$ cat src/rtl/pipe_hazard_ctrl.sv
// Pipeline stall/flush controller: data, MDU, eret hazards and exception flush.
// Latency: enables/bubbles are combinational (zero cycles); state is MDU timer + stall counter.
// Backpressure: a stall freezes PC and IF/ID and injects a bubble into ID/EX; an exception overrides it.
// Optional stall counter enabled by defining PIPE_PERF_CNT_EN.
module pipe_hazard_ctrl #(
  parameter int unsigned MULT_CYCLES = 5,
  parameter int unsigned DIV_CYCLES  = 10
) (
  input  logic        clk,
  input  logic        reset,
  input  logic [4:0]  rs_D,
  input  logic [4:0]  rt_D,
  input  logic [2:0]  tuse_rs_D,
  input  logic [2:0]  tuse_rt_D,
  input  logic        mdu_use_D,
  input  logic        eret_D,
  input  logic [4:0]  regA3_E,
  input  logic [4:0]  regA3_M,
  input  logic [2:0]  tnew_E,
  input  logic [2:0]  tnew_M,
  input  logic        start_E,
  input  logic        is_div_E,
  input  logic        cp0write_E,
  input  logic        cp0write_M,
  input  logic [4:0]  rd_E,
  input  logic [4:0]  rd_M,
  input  logic        intExcReq,
  output logic        pc_we,
  output logic        if_id_we,
  output logic        id_ex_we,
  output logic        ex_mem_we,
  output logic        mem_wb_we,
  output logic        if_id_nop,
  output logic        id_ex_nop,
  output logic        mdu_busy,
  output logic [31:0] stall_cnt
);

  localparam logic [4:0] MULT_LD = 5'(MULT_CYCLES);
  localparam logic [4:0] DIV_LD  = 5'(DIV_CYCLES);
  localparam logic [4:0] EPC_IDX = 5'd14;

  logic [4:0] cnt;
  logic       hz_rs;
  logic       hz_rt;
  logic       hz_mdu;
  logic       hz_eret;
  logic       stall;

  assign mdu_busy = (cnt != 5'd0);

  // Hazard detection: a producer whose result arrives later than the consumer needs it stalls decode.
  // Tuse=7 never loses the comparison because Tnew is at most 7.
  always_comb begin
    hz_rs   = (rs_D != 5'd0) &&
              (((rs_D == regA3_E) && (tnew_E > tuse_rs_D)) ||
               ((rs_D == regA3_M) && (tnew_M > tuse_rs_D)));
    hz_rt   = (rt_D != 5'd0) &&
              (((rt_D == regA3_E) && (tnew_E > tuse_rt_D)) ||
               ((rt_D == regA3_M) && (tnew_M > tuse_rt_D)));
    hz_mdu  = mdu_use_D && (mdu_busy || start_E);
    hz_eret = eret_D && ((cp0write_E && (rd_E == EPC_IDX)) ||
                         (cp0write_M && (rd_M == EPC_IDX)));
    stall   = hz_rs || hz_rt || hz_mdu || hz_eret;
  end

  // Stage enables: exception beats stall beats normal flow; registers flush themselves on exception.
  always_comb begin
    pc_we     = 1'b1;
    if_id_we  = 1'b1;
    id_ex_we  = 1'b1;
    ex_mem_we = 1'b1;
    mem_wb_we = 1'b1;
    if_id_nop = 1'b0;
    id_ex_nop = 1'b0;
    if (intExcReq) begin
      // all defaults hold
    end else if (stall) begin
      pc_we     = 1'b0;
      if_id_we  = 1'b0;
      id_ex_nop = 1'b1;
    end else begin
      // kill the instruction fetched behind eret
      if_id_nop = eret_D;
    end
  end

  // MDU busy timer: loads on an accepted start, otherwise counts down to zero.
  // An exception does not cancel a running operation, it only blocks a new load.
  always_ff @(posedge clk or posedge reset) begin
    if (reset) begin
      cnt <= 5'd0;
    end else if (start_E && !intExcReq) begin
      cnt <= is_div_E ? DIV_LD : MULT_LD;
    end else if (cnt != 5'd0) begin
      cnt <= cnt - 5'd1;
    end
  end

`ifdef PIPE_PERF_CNT_EN
  // Stall cycle counter: counts cycles actually lost to a stall, wrapping at 2^32.
  always_ff @(posedge clk or posedge reset) begin
    if (reset) begin
      stall_cnt <= 32'd0;
    end else if (stall && !intExcReq) begin
      stall_cnt <= stall_cnt + 32'd1;
    end
  end
`else
  assign stall_cnt = 32'd0;
`endif

endmodule

$ cat config.mk
export PLATFORM = sky130hd
export DESIGN_NAME = pipe_hazard_ctrl
export DESIGN_NICKNAME = d
export VERILOG_FILES = /design/src/rtl/pipe_hazard_ctrl.sv
export SDC_FILE = /design/constraint.sdc
export NUM_CORES = 1
export LEC_CHECK = 0
export ABC_AREA = 1
export BUFFER_PORTS_ARGS = -buffer_cell sky130_fd_sc_hd__clkbuf_2
export CAP_MARGIN = 20
export CORE_MARGIN = 2
export CORE_UTILIZATION = 45
export DETAILED_ROUTE_END_ITERATION = 12
export PLACE_DENSITY_LB_ADDON = 0.08
export SYNTH_ARGS = -nofsm -noshare
export SYNTH_HDL_FRONTEND = slang
export SYNTH_SLANG_ARGS = --single-unit
$ cat constraint.sdc
create_clock -name clk -period 3.3 [get_ports clk]
set_clock_uncertainty 0.15 [all_clocks]
set_input_delay 0.66 -clock clk [delete_from_list [all_inputs] [get_ports clk]]
set_output_delay 0.66 -clock clk [all_outputs]
set_load 0.02 [all_outputs]
**Word level (Yosys, flattened, before mapping)**

Cells that the tools add are included.

- Bits in registers: 5
- Bits in latches: 0
- Bits in writable memories: 0
- Memory bits (read-only): 0
- Bits of input ports: 51
- Output and inout port bits: 40
- Word-level logic and storage cells: 44
- Memories: 0

- Add/sub/neg operators: 1
- Multiply operators: 0
- Divide/modulo/power cells: 0
- Order comparisons: 4
- Equality and inequality tests: 6
- Shift operators: 0
- Mux-type cells: 9
- Bitwise operators: 0
- Reduce and logical (&&, ||, !) cells: 23

Operators with widths:

| operator | count |
|---|---|
| == test 5 bit | 4 |
| nonzero test 5 bit | 3 |
| greater-than comparator 3 bit | 4 |
| logical AND 1 bit | 11 |
| == test 5 x 4 -> 1 bit, second input constant | 2 |
| 2-to-1 mux 5 bit | 2 |
| logical OR 1 bit | 7 |
| 2-to-1 mux 1 bit | 6 |
| subtractor 5 x 1 -> 5 bit, second input constant | 1 |
| 2-to-1 mux 4 bit | 1 |
| nonzero test 2 bit | 1 |
| zero test 1 bit | 1 |

**Depth between registers and ports, before layout**

Gate-level depths: netlist (run 1).

- Depth after elaboration: 9
- Mapped depth: 12
- Mapped depth without buffers: 12

**Least setup slack after synthesis (run 1)**

No wires, ideal clock.

- Kind: input -> output
- From: in tuse_rs_D[2]
- To: out pc_we
- Arrival: 1.763 ns
- Required time: 2.490 ns
- Setup slack: 0.727 ns
- Stages: 12
- Buffers on the path: 1
- Cells stage by stage: inv_1 > ha_1 > nand2_1 > nand2_1 > nor2_1 > nor2_1 > nand2_1 > nand2_1 > nand2_1 > nand3_2 > nand2_2 > buf_4

- Word-level cells in the longest chain between the ends: 9
- Elaborated cells on any way between the ends: 11
- Classes of those cells: order compare: 2; mux: 2; reduce/logical: 7

RTL lines:

| item | line | text |
|---|---|---|
| start: declaration | 13 | `input logic [2:0] tuse_rs_D,` |
| greater-than comparator 3 bit (on tied branches) | 56, 57 |  |
| logical AND 1 bit (on tied branches) | 56, 57 |  |
| logical OR 1 bit * | 56 | `(((rs_D == regA3_E) && (tnew_E > tuse_rs_D)) \|\|` |
| logical AND 1 bit * | 55 | `hz_rs = (rs_D != 5'd0) &&` |
| logical OR 1 bit * (3 in series) | 64 | `stall = hz_rs \|\| hz_rt \|\| hz_mdu \|\| hz_eret;` |
| 2-to-1 mux 1 bit * (2 in series) | -- |  |
| end: declaration | 28 | `output logic pc_we,` |

Mark *: on every way between the ends. The rest lies on a longest branch, timed or not.

**Final worst setup path (run 1)**

- From: in tuse_rs_D[2]
- To: out if_id_nop

- Word-level cells in the longest chain between the ends: 9
- Elaborated cells on any way between the ends: 11
- Classes of those cells: order compare: 2; mux: 2; reduce/logical: 7

RTL lines:

| item | line | text |
|---|---|---|
| greater-than comparator 3 bit (on tied branches) | 56, 57 |  |
| logical AND 1 bit (on tied branches) | 56, 57 |  |
| logical OR 1 bit * | 56 |  |
| logical AND 1 bit * | 55 |  |
| logical OR 1 bit * (3 in series) | 64 |  |
| 2-to-1 mux 1 bit * | 78 | `end else if (stall) begin` |
| 2-to-1 mux 1 bit * | 76 | `if (intExcReq) begin` |
| end: declaration | 33 | `output logic if_id_nop,` |

Marks and branches as above.

==> results of run 1 <==
cells in the mapped netlist (3+ instances only):
cell	count	share of area, %
buf_4	36	20
nand4_1	3	1.4
xnor2_1	8	5.3
nand3_1	5	1.9
a21oi_1	4	1.5
inv_1	36	10
dfrtp_1	5	9.5
nand3b_1	3	1.7
ha_1	14	13
xor2_1	3	2.0
nor3_1	3	1.1
nor2_1	25	7.1
nand2_1	60	17
worst paths after layout:
check	from	end	slack, ns	depth (start not counted)
worst max register to register	cnt[0]$_DFFE_PP0P_	cnt[1]$_DFFE_PP0P_	1.76	8
max in group asynchronous	reset	cnt[1]$_DFFE_PP0P_	2.68	2
worst max-delay path	tuse_rs_D[2]	if_id_nop	0.51	13
worst min register to register	cnt[1]$_DFFE_PP0P_	cnt[1]$_DFFE_PP0P_	0.43	2
worst min-delay path	reset	cnt[2]$_DFFE_PP0P_	0.14	2
min in group clk	cnt[1]$_DFFE_PP0P_	cnt[1]$_DFFE_PP0P_	0.43	2
placed cells by master (no fill, tap or decap), types with 2 or more instances in the layout:
cell and count:
nand3_2 2, nor3_1 3, nand3b_1 3, nand2_1 60, nand4_1 3, ha_1 14, xnor2_1 8, a21oi_1 4
clkbuf_2 55, nand3_1 5, nor2_2 2, nand2_2 2, nor2_1 25, conb_1 35, xor2_1 3, dfrtp_1 5
inv_1 36, clkbuf_4 3
power groups by stage:
stage               clock [mW]  combinational (mW)  sequential [mW]
floorplan                    0               0.267            0.109
global route            0.0802               0.358            0.117
finish                  0.0736               0.313            0.114
CTS                     0.0759               0.317            0.114
detailed placement           0               0.315            0.115
global placement             0               0.310            0.113
critical path, stage by stage:
cell and delay (ns):
clkbuf_2 0.07, inv_1 0.05, ha_1 0.33, nand2_1 0.07, nand2_1 0.04, nor2_1 0.14, nor2_1 0.06, nand2_1 0.05
nand2_1 0.05, nand2_1 0.08, nand3_2 0.09, nor2_1 0.10, clkbuf_2 0.17
cells by family (layout without fill, tap and decap cells):
family          count (synthesis)  after routing  synth area share, %
compound gates                  9              9                 4.08
xor+xnor                       11             11                 7.31
fa+ha+maj                      14             14                 13.3
buf+inv                        73             96                 31.0
flops                           5              5                 9.49
other cells                     2             35                0.569
simple gates                  106            106                 34.3
area by class of cell:
class	count	area share [%]
Timing Repair Buffer	55	18.2
Inverter	37	9.18
Tap cell	31	2.56
Multi-Input combinational cell	175	60.0
Sequential cell	5	8.27
Clock buffer	4	1.74
layer usage:
metal | wire (um) | track usage [%]
met1 | 1230 | 21.2
met4 | 17 | 3.99
met2 | 1200 | 26.9
met5 | 0 | 0
met3 | 269 | 2.01
==> summary.md, run 1 <==
| Metric | Value |
|---|---|
| Starting Density | `a little under half` |
| Post-CTS Hold Buffers | `0` |
| Num Clock Sinks | `5` |
| Global-route usage over all layers | `15.9%` |
| Leak | `around 1.0 nW` |
| Period utilization | `between 80% and 90%` |
| Dpl ws | `0.495 ns` |
| Iter 0 DRT Violations | `22` |
| Critical path class | `in2out` |
| Row count | `19` |
| Fillers | `304` |
| PwrDens | `approximately 330 nW/um^2` |
| Area grow syn2layout | `14.7%` |
| Detailed Route WL | `between 2000 and 3000 um` |
| Seq/Total Area, Yosys | `under 10%` |
| Top Registers | `cnt: 5 flops` |
| Non-Filler Instances | `just over 300` |
| CP Max Fanout | `3` |
| Remaining Overflow, GRT | `0` |
| Crit path DAT | `1.98 ns` |
| Antenna cells | `0` |
| Number of synthesized flops with an enable pin | `0` |
| Area of the multi-input gates | `between 900 and 1000 sq um` |
| Final WS setup | `a little over 0.5 ns` |
| Worst-path clk slew | `0.05 ns` |
| Post-cts sizing count | `0` |
| DRC | `0` |
| Placed cell count | `303` |
| Antenna violations before repair | `0` |
| Post-Synthesis Cell Area | `about 1300 sq um` |
| RSZ-0062 raised after global routing | `false` |
| Gate Count Post-Synth | `220` |
| Max Buffers Root-to-Sink | `2` |
| Number of global-route vias before repair | `1,050` |
| Synthesized flop and latch total | `5` |
| Drt pass-1 iters | `4` |
| Internal power | `0.261 mW` |
| Io pins | `91` |
| Final Hold Fails | `0` |
| Wire length per cell | `between 8 and 9 um` |
| Seq. cell area | `~130 sq um` |
| Fin util | `between 50% and 60%` |
| Share of layout cells above drive strength 1 | `24.3%` |
| Hold WC Path Type | `in2async` |
| Core area | `about 2800 sq um` |
| Max VDD drop | `between 300 and 400 uV` |
| Synth cell types | `24` |
| Setup bufs post-CTS | `0` |
| Final GP Congestion | `0.823` |
| Final Max Slew Viols | `0` |
| Final setup fails | `0` |
| Max Fclk | `358 MHz` |
| Final Critical Period | `roughly 2.8 ns` |
| Critical path required time | `approximately 2.5 ns` |
| Total Power | `0.501 mW` |
| Comb power frac | `62.5%` |
| Largest Register | `cnt` |
| Final hold slack | `roughly 0.14 ns` |
| Sw frac | `between 40% and 50%` |
| Post-route cell area | `approximately 1500 sq um` |
| Startpoint class of the critical path | `input port` |
| HPWL after detailed placement | `approximately 2500 um` |
| Root Driver | `clkbuf_4` |
| Setup TNS | `0 ns` |
| DP Area | `roughly 1500 sq um` |
| Largest net degree at the start of global routing | `6` |
| Number of buffers created by CTS | `3` |
| CTS tree | `built` |
| H-Tree Depth | `1` |
| Clk_lat worst skew | `about 0.25 ns` |
| Crit. End Element | `output pin` |
| Die W | `between 50 and 60 um` |
| Syn avg cell area | `between 5 and 6 sq um` |
| Die Ht | `58.1 um` |
| Yosys warns | `0` |
| Seq pwr share | `between 20% and 30%` |
| Top_reg_cell synth | `dfrtp_1` |
| Clock power frac | `between 10 and 15%` |
| Total of max-cap violations | `0` |
| Global-route wire length before repair | `4240 um` |
| DR vias/cell | `approximately 4.3` |
| Status | `finished, final reports clean` |
| Die ar. | `3380 sq um` |
| Routed Antenna Nets | `0` |
| Port buffer count | `55` |
| P_sw | `roughly 0.24 mW` |
| Asr flop ratio synth | `100%` |
| Max reg flops | `5` |
| Final net count | `around 340` |
| Via Count | `~1,300` |
Note: power is estimated with default switching activity, not from simulation.
==> run 2, diff against run 1 <==
CORE_UTILIZATION = 38   (was 45)
clock period = 2.5 ns   (was 3.3 ns; I/O delays follow)
==> summary.md, run 2 (synthesized netlist as in run 1, its figures left out) <==
| Metric | Value |
|---|---|
| Status | `finished, final reports clean` |
| Period utilization | `94.8%` |
| Fin util | `49.1% (-5.3 points)` |
| Iter 0 DRT Violations | `31 (+41%)` |
| Critical path cell sequence | `clkbuf_2 > inv_2 > ha_4 > nand2_1 > nand2_1 > nor2_2 > nor2_1 > nand2_1 > nand2_1 > nand2_1 > nand3_2 > nor2_1 > clkbuf_2` |
| Final Hold Fails | `0 (unchanged)` |
| Root Driver | `clkbuf_4` |
| Hold WC Path Type | `in2reg` |
| Port buffer count | `55 (unchanged)` |
| DRC | `0 (unchanged)` |
| Seq. cell area | `125 sq um (unchanged)` |
| Drt pass-1 iters | `4 (unchanged)` |
| Total Power | `0.683 mW (+36%)` |
| Worst path buffer plus inverter count | `3 (unchanged)` |
| Final setup fails | `0 (unchanged)` |
| Worst-path clk slew | `0.04 ns (about the same)` |
| Leak | `1.01 nW (+0.36%)` |
| Post-route cell area | `1640 sq um (+8.4%)` |
| Sw frac | `47.6% (-0.35 points)` |
| PwrDens | `417 nW/um^2 (+26%)` |
| Crit path DAT | `1.72 ns (-0.26 ns)` |
| CP Max Fanout | `3 (unchanged)` |
| Max reg flops | `5 (unchanged)` |
| Number of buffers created by CTS | `3 (unchanged)` |
| Internal power | `0.358 mW (+37%)` |
| Row count | `21 (+2)` |
| Global-route usage over all layers | `14.5% (-1.4 points)` |
| Non-Filler Instances | `323 (+5.2%)` |
| Crit. End Element | `output pin` |
| Wire length per cell | `9.14 um (+3.4%)` |
| Commonest non-fill, non-tap cell in the layout | `nand2_1` |
| Die W | `62.9 um (+8.2%)` |
| Final Critical Period | `between 2 and 2.5 ns` |
| Critical-path top delay cell | `ha_4` |
| Placed cell count | `318 (+5.0%)` |
| Max Fclk | `~420 MHz` |
| Comb power frac | `64.4% (+1.9 points)` |
| Antenna cells | `0 (unchanged)` |
| P_sw | `0.325 mW (+35%)` |
| Detailed Route WL | `2950 um (+8.8%)` |
| Final Max Slew Viols | `0 (unchanged)` |
| Fillers | `397 (+31%)` |
| DR vias/cell | `4.05 (-5.0%)` |
| Critical path class | `in2out` |
| Setup TNS | `0 ns (unchanged)` |
| Via Count | `1,309 (unchanged)` |
| Critical path required time | `1.85 ns (-0.64 ns)` |
| Remaining Overflow, GRT | `0 (unchanged)` |
| Global-route wire length before repair | `4770 um (+13%)` |
| Largest Register | `cnt` |
| Worst path top cell family by delay | `simple AND/OR/NAND/NOR gates` |
| Seq pwr share | `22.0% (-0.8 points)` |
| Most frequent cells in the layout | `60 x nand2_1, 53 x clkbuf_2, 35 x conb_1` |
| H-Tree Depth | `1 (unchanged)` |
| Core area | `3340 sq um (+20%)` |
| Io pins | `91 (unchanged)` |
| Share of layout cells above drive strength 1 | `29.6% (+5.3 points)` |
| Starting Density | `39.5% (-7.9 points)` |
| Max VDD drop | `201 uV (-36%)` |
| Clock power frac | `13.6% (-1.1 points)` |
| Largest stage delay, worst path | `0.22 ns (-0.11 ns)` |
| Die ar. | `3960 sq um (+17%)` |
| Largest net degree at the start of global routing | `6 (unchanged)` |
| DP Area | `1510 sq um (+1.3%)` |
| Final GP Congestion | `0.767 (-6.8%)` |
| CTS tree | `built` |
| Total of max-cap violations | `0 (unchanged)` |
| HPWL after detailed placement | `2530 um (+0.70%)` |
| Top Registers | `cnt: 5 flops` |
| Die Ht | `62.9 um (+8.2%)` |
| Antenna violations before repair | `0 (unchanged)` |
| Clk_lat worst skew | `0.24 ns (about the same)` |
| Number of global-route vias before repair | `1,155 (+10%)` |
| Area grow syn2layout | `24.3%` |
| Max Buffers Root-to-Sink | `2 (unchanged)` |
| Area of the multi-input gates | `1000 sq um (+10%)` |
| Num Clock Sinks | `5 (unchanged)` |
| Crit path top cell by count | `nand2_1` |
| Routed Antenna Nets | `0 (unchanged)` |
| Startpoint class of the critical path | `input port` |
| Final net count | `343 (+0.29%)` |
-- run 2: cell types whose count changed in the layout (fill, tap and decap cells not counted), sizes merged --
| cell | change |
|---|---|
| dlygate4sd3 | +1 |
| buf | +2 |
| clkbuf | -2 |
-- run 2: through the flow --
step	hold slack, ns	setup slack (ns)
final	0.399	0.131
after global routing	0.418	-0.00748
after CTS	0.404	0.0431
after detailed placement	0.246	0.0457
after global placement	0.243	0.0312
after floorplan	0.129	0.247
-- run 2: worst reg2reg max path: stages, from the launching register on --
cell and delay [ns]:
dfrtp_1 0.37, inv_1 0.10, ha_2 0.19, nand3_2 0.10, nor2_2 0.19, inv_1 0.09, nand2_2 0.09, nor2_1 0.05
a21oi_1 0.11
-- run 2: worst paths after layout --
| kind | cells past startpoint | start | to | slack, ns |
|---|---|---|---|---|
| setup / recovery | 13 | tuse_rs_D[2] | if_id_nop | 0.13 |
| hold / removal | 3 | is_div_E | cnt[3]$_DFFE_PP0P_ | 0.40 |
| setup reg to reg | 8 | cnt[1]$_DFFE_PP0P_ | cnt[1]$_DFFE_PP0P_ | 1.00 |
| hold reg to reg | 2 | cnt[1]$_DFFE_PP0P_ | cnt[1]$_DFFE_PP0P_ | 0.43 |
| max in group asynchronous | 3 | reset | cnt[1]$_DFFE_PP0P_ | 1.45 |
| min in group asynchronous | 3 | reset | cnt[4]$_DFFE_PP0P_ | 0.56 |
-- run 2: layer usage --
metal  GRT usage (%)  wire length [um]
met1            19.0              1350
met2            24.3              1310
met3            4.32               291
met4           0.833                 0
met5               0                 0
-- run 2: power groups by stage --
stage	clock, mW	sequential, mW	combinational, mW
floorplan	0	0.143	0.352
global placement	0	0.149	0.415
detailed placement	0	0.149	0.415
CTS	0.0977	0.149	0.418
global route	0.108	0.155	0.511
finish	0.0930	0.150	0.440
-- run 2: area by class of cell --
class                      count  share of cell area [%]
inverter                      37                    8.47
multi-input combinational    175                    61.2
timing repair buffer          56                    17.6
sequential                     5                    7.63
clock buffer                   4                    1.60
tap                           46                    3.51
-- run 2: what timing repair did --
| item | CTS | global route |
|---|---|---|
| hold buffers | 1 | 0 |
| endpoints found under the hold margin | 5 | 0 |
| endpoints found under the setup margin | 0 | 4 |
| gates resized for setup | 0 | 18 |
| setup buffers | 0 | 0 |
